**src/rtl/fifo_read_streamer.sv**
```systemverilog
// Turns a FIFO with a registered read port into a valid/ready stream.
// A two-entry skid buffer absorbs the one-cycle read latency so a full-rate stream never stalls.
module fifo_read_streamer #(
    parameter int DATA_WIDTH = 8,
    parameter int CNT_WIDTH  = 16
) (
    input  logic                  rclk,
    input  logic                  rrst_n,
    input  logic                  enable,
    input  logic                  empty,
    input  logic [DATA_WIDTH-1:0] fifo_rdata,
    output logic                  r_en,
    output logic                  m_valid,
    input  logic                  m_ready,
    output logic [DATA_WIDTH-1:0] m_data,
    output logic [CNT_WIDTH-1:0]  word_cnt
);

    logic [1:0]            occ_q, occ_d;
    logic                  infl_q, infl_d;
    logic [DATA_WIDTH-1:0] head_q, head_d;
    logic [DATA_WIDTH-1:0] tail_q, tail_d;
    logic [CNT_WIDTH-1:0]  cnt_q, cnt_d;
    logic                  pop;
    logic                  push;
    logic [2:0]            lvl;

    always_comb begin
        pop    = (occ_q != 2'd0) && m_ready;
        push   = infl_q;
        // Words we will hold next cycle if nothing new is requested now.
        lvl    = {1'b0, occ_q} + {2'b00, infl_q} - {2'b00, pop};
        r_en   = rrst_n && enable && !empty && (lvl < 3'd2);
        infl_d = r_en;

        occ_d  = occ_q;
        head_d = head_q;
        tail_d = tail_q;
        cnt_d  = cnt_q;

        case ({push, pop})
            2'b10: begin
                if (occ_q == 2'd0) head_d = fifo_rdata;
                else               tail_d = fifo_rdata;
                occ_d = occ_q + 2'd1;
            end
            2'b01: begin
                head_d = tail_q;
                occ_d  = occ_q - 2'd1;
            end
            2'b11: begin
                // Occupancy unchanged; the arriving word goes behind whatever remains.
                if (occ_q == 2'd1) begin
                    head_d = fifo_rdata;
                end else begin
                    head_d = tail_q;
                    tail_d = fifo_rdata;
                end
            end
            default: ;
        endcase

        if (pop) cnt_d = cnt_q + CNT_WIDTH'(1);
    end

    always_ff @(posedge rclk or negedge rrst_n) begin
        if (!rrst_n) begin
            occ_q  <= 2'd0;
            infl_q <= 1'b0;
            head_q <= '0;
            tail_q <= '0;
            cnt_q  <= '0;
        end else begin
            occ_q  <= occ_d;
            infl_q <= infl_d;
            head_q <= head_d;
            tail_q <= tail_d;
            cnt_q  <= cnt_d;
        end
    end

    assign m_valid  = (occ_q != 2'd0);
    assign m_data   = head_q;
    assign word_cnt = cnt_q;

endmodule
```
**config.mk**
```make
export PLATFORM = sky130hd
export DESIGN_NAME = fifo_read_streamer
export DESIGN_NICKNAME = d
export VERILOG_FILES = /design/src/rtl/fifo_read_streamer.sv
export SDC_FILE = /design/constraint.sdc
export NUM_CORES = 1
export LEC_CHECK = 0
export CAP_MARGIN = 25
export CELL_PAD_IN_SITES_DETAIL_PLACEMENT = 0
export CELL_PAD_IN_SITES_GLOBAL_PLACEMENT = 1
export CORE_ASPECT_RATIO = 1.75
export CORE_MARGIN = 2
export CORE_UTILIZATION = 41
export CTS_CLUSTER_DIAMETER = 40
export DETAILED_ROUTE_END_ITERATION = 8
export GPL_ROUTABILITY_DRIVEN = 0
export PLACE_DENSITY = 0.91
export SLEW_MARGIN = 20
export SYNTH_ARGS = -nofsm -noshare
export SYNTH_HDL_FRONTEND = slang
export SYNTH_SLANG_ARGS = --single-unit
```
**constraint.sdc**
```tcl
create_clock -name rclk -period 8 [get_ports rclk]
set_input_delay 1.6 -clock rclk [delete_from_list [all_inputs] [get_ports rclk]]
set_output_delay 1.6 -clock rclk [all_outputs]
set_load 0.03 [all_outputs]
```
-- Yosys cells after proc, flatten, opt, wreduce, memory -nomap -nowiden
Cells that the tools add are included.
- flip-flop bits (word level): 35
- logic and storage cells: 37
- $add $sub $neg: 5
- magnitude comparators: 1
- equality and inequality tests: 7
- muxes and demuxes: 7
- reductions and logical operators: 12
- operators by type and width (kind ; count):
    two-way mux 8 bit ; 4
    one-hot mux 8 bit (3 select lines) ; 1
    adder 16 x 1 -> 16 bit (second input constant) ; 1
    one-hot mux 8 bit (2 select lines) ; 1
    != test 2 bit (second input constant) ; 3
    nonzero test 2 bit ; 3
    equality test 2 x 1 -> 1 bit (second input constant) ; 2
    equality test 2 bit (second input constant) ; 2
    logical AND 1 bit ; 4
    one-hot mux 2 bit (2 select lines) ; 1
    adder 2 x 1 -> 3 bit ; 1
    < comparator 3 x 2 -> 1 bit (second input constant) ; 1
    AND reduction 3 bit ; 1
    nonzero test 3 bit ; 1
    subtractor 3 x 1 -> 3 bit ; 1
    adder 2 x 1 -> 2 bit (second input constant) ; 1
    zero test 2 bit ; 1
    AND reduction 2 bit ; 1
    subtractor 2 x 1 -> 2 bit (second input constant) ; 1
    zero test 1 bit ; 1

-- Logic depth before layout (Yosys ltp)
- depth in word-level cells: 5
- depth in mapped cells: 10

-- Least setup slack after synthesis
No wires, ideal clock.
- path type: input port to output port
- from: input port m_ready
- to: output port r_en
- arrival time: 3.394 ns
- setup slack: 3.006 ns
- stages: 8
- buffers on the path: 1
- path through: nor2b_1 > buf_4 > inv_2 > ha_1 > nand2b_1 > fa_1 > nand4b_1 > nor2_1
- word-level cells in the longest chain between the ends: 4
- ends and longest elaborated chain (what ; RTL line ; source):
    from (decl) ; 14 ; input logic m_ready,
    logical AND 1 bit ; 29 ; pop = (occ_q != 2'd0) && m_ready;
    subtractor 3 x 1 -> 3 bit ; 32 ; lvl = {1'b0, occ_q} + {2'b00, infl_q} - {2'b00, pop};
    < comparator 3 x 2 -> 1 bit ; 33 ; r_en = rrst_n && enable && !empty && (lvl < 3'd2);
    logical AND 1 bit ; 33 ;
    to (decl) ; 12 ; output logic r_en,
No other way between the ends.

-- Worst setup path in the final report
Ends and elaborated chain as after synthesis.

==> results.sh <==
export IMPL_port_buffers=38
export IMPL_synth_area_um2=1610
export IMPL_grt_start_max_net_pins=37
export IMPL_htree_levels=2
export IMPL_arrival_ns=4.74
export IMPL_slowest_delay_ns=0.69
export IMPL_utilization=0.561
export IMPL_nets=201
export IMPL_cts_sinks=35
export IMPL_clk_transition_reported_paths_ns=0.07
export IMPL_power_mw=0.735
export IMPL_required_ns=6.40
export IMPL_rsz0062_at_grt="false"
export IMPL_route_detailed_drc=0
export IMPL_die_w_um=51.4
export IMPL_min_from="word_cnt[15]"
export IMPL_post_route_min_period_ns=6.34
export IMPL_cts_tree="done"
export IMPL_max_freq_mhz=158
export IMPL_multi_input_area_um2=706
export IMPL_clk_latency_ns=0.29
export IMPL_clockBufferDepth=2
export IMPL_antenna_cells=0
export IMPL_powerDensity_nw_per_um2=342
export IMPL_yosys_warnings=0
export IMPL_drt_iter0_drc=9
export IMPL_status="completed"
export IMPL_postCtsSetupRepairBufs=0
export IMPL_fill_cells=359
export IMPL_tightest_slew_ns=0.644
export IMPL_num_vias=1145
export IMPL_crit_slowest_cell="clkdlybuf4s50_1"
export IMPL_fin_worst_skew_ns=0.00822
export IMPL_yosysUniqueCellTypes=27
export IMPL_r2r_start="occ_q[1]"
export IMPL_crit_path_frequent_cell="clkdlybuf4s50_1"
export IMPL_firstDrtPassIters=4
export IMPL_crit_chain="clkdlybuf4s50_1 > nor2b_1 > inv_2 > ha_1 > nand2b_1 > fa_1 > nand4b_1 > nor2_1 > clkdlybuf4s50_1"
export IMPL_cp_start_kind="input port"
export IMPL_fp_dieH_um=86.9
export IMPL_cp_max_fo=9
export IMPL_viasPerCell=4.94
export IMPL_io_pins=39
export IMPL_drive_above_1_share=0.114
export IMPL_synth_cells=139
export IMPL_grt_pass1_wl_um=5180
export IMPL_area_growth_pct=33.5
export IMPL_dp_cells=224
export IMPL_critPathKind="input port to output pin"
export IMPL_setup_viol=0
export IMPL_cts_root_buf="clkbuf_8"
export IMPL_placementRows=30
export IMPL_tns_ns=0
export IMPL_initial_core_util=0.420
export IMPL_relSlewSlack=0.569
export IMPL_antenna_found_initial=0
export IMPL_syn_nets=157
export IMPL_vdd_ir_drop_max_mv=0.209
export IMPL_coreArea_um2=3830
export IMPL_slew_viol_final=0
export IMPL_r2r_end="infl_q"
export IMPL_die_area_um2=4460
export IMPL_yosysSeqAreaShare=0.544
export IMPL_cp_end_kind="output pin"
export IMPL_holdPathStages=1
export IMPL_seq_area_um2=876
export IMPL_hold_violations=0
export IMPL_syn_mean_instance_area_um2=11.6
export IMPL_routed_wl_um=3030
export IMPL_ctsResizeCount=0
export IMPL_grt_usage=0.157
export IMPL_maxCapViolations=0
export IMPL_power_leakage_nw=0.972
export IMPL_wire_per_inst_um=13.1
export IMPL_layout_cells_non_filler=232
export IMPL_hp_class="register to register"
export IMPL_r2r_setup_slack_ns=5.19
export IMPL_hold_buffers=0
export IMPL_worstHoldEndpoint="word_cnt[15]"
export IMPL_synth_seq_cells=35
export IMPL_fin_crit_sh=0.792
export IMPL_reg2regPathDepth=9
export IMPL_place_hpwl_um=2330
export IMPL_grt_overflow_total=0
export IMPL_cts_buffers=5
export IMPL_ant_nets=0
export IMPL_grt_pass1_vias=1175
export IMPL_hold_worst_slack_ns=0.473
==> cells in the final DEF, fill, tap and decap left out, drive strengths merged, types with 2 or more instances in the layout <==
cell type	n
clkbuf	7
a21oi	2
and3	4
xnor2	12
ha	4
nand2	21
xor2	6
mux2	8
o21ai	9
nand3	3
and2	2
mux2i	8
dfrtp	35
nand4	7
inv	4
clkdlybuf4s50	38
nor2	5
==> power by group <==
part           leakage (nW)  total [mW]  internal, mW  switching [mW]
Combinational         0.468       0.317         0.142           0.174
Sequential            0.453       0.279         0.235          0.0440
Clock                0.0505       0.139        0.0782          0.0611
Total                 0.972       0.735         0.456           0.280
==> per-layer routing <==
metal  vias to the layer above  track usage  wire length [µm]  share of wire
li1                        555            -                 -              -
met1                       560        0.175              1190           0.39
met2                        23        0.273              1640           0.54
met3                         7       0.0344               126          0.042
met4                         0       0.0861                73          0.024
met5                         -            0                 0              0
==> state kept, by name, indices dropped and copies added (netlist names) <==
register,flops
occ_q,2
word_cnt,16
m_data,8
infl_q,1
tail_q,8
==> metrics by stage <==
step,area (µm²),setup slack (ns)
floorplan,1610,3.01
global route,2150,1.43
global placement,2040,1.77
CTS,2150,1.65
finish,2150,1.66
detailed placement,2040,1.65
==> cells by family after synthesis <==
logic type,count (synthesis),share of synthesized area
flip-flops,35,0.544
buffers and inverters,6,0.0171
multiplexers,16,0.106
adder cells (fa/ha/maj),5,0.0435
XOR/XNOR,18,0.0980
AND/OR/NAND/NOR,48,0.148
AO/OA/AOI/OAI,11,0.0435
==> how the worst max path moves through the flow <==
| stage | start | end | slack, ns |
|---|---|---|---|
| floorplan | m_ready | r_en | 3.01 |
| global placement | m_ready | r_en | 1.77 |
| detailed placement | m_ready | r_en | 1.65 |
| CTS | m_ready | r_en | 1.65 |
| global route | m_ready | r_en | 1.43 |
| finish | m_ready | r_en | 1.66 |
==> area by class of cell <==
class | count | share of cell area
clock buffer | 7 | 0.0448
clock inverter | 1 | 0.00349
inverter | 4 | 0.00699
multi-input combinational | 98 | 0.328
sequential | 35 | 0.408
tap | 48 | 0.0280
timing repair buffer | 39 | 0.181
==> worst max-delay path: cells and delay by family <==
| kind | cells | cell delay [ns] |
|---|---|---|
| buf+inv | 3 | 1.33 |
| fa+ha+maj | 2 | 0.84 |
| simple gates | 4 | 0.96 |
==> cells in the mapped netlist (all sizes together) <==
cell type / n / area, µm²
ha: 4 / 50.1
fa: 1 / 20.0
nand2b: 1 / 6.26
nand4: 7 / 43.8
xor2: 6 / 52.6
nand3: 3 / 15.0
o21ai: 9 / 45.0
and3b: 1 / 8.76
dfrtp: 35 / 876
nand4b: 1 / 8.76
mux2i: 8 / 80.1
xnor2: 12 / 105
mux2: 8 / 90.1
or2: 1 / 6.26
nand2: 21 / 81.3
and2: 2 / 12.5
buf: 2 / 12.5
and3: 4 / 25.0
nor3: 1 / 5.00
a21oi: 2 / 25.0
nor2b: 1 / 6.26
nor2: 5 / 18.8
inv: 4 / 15.0
No activity file was read; power rests on OpenSTA's default activity.
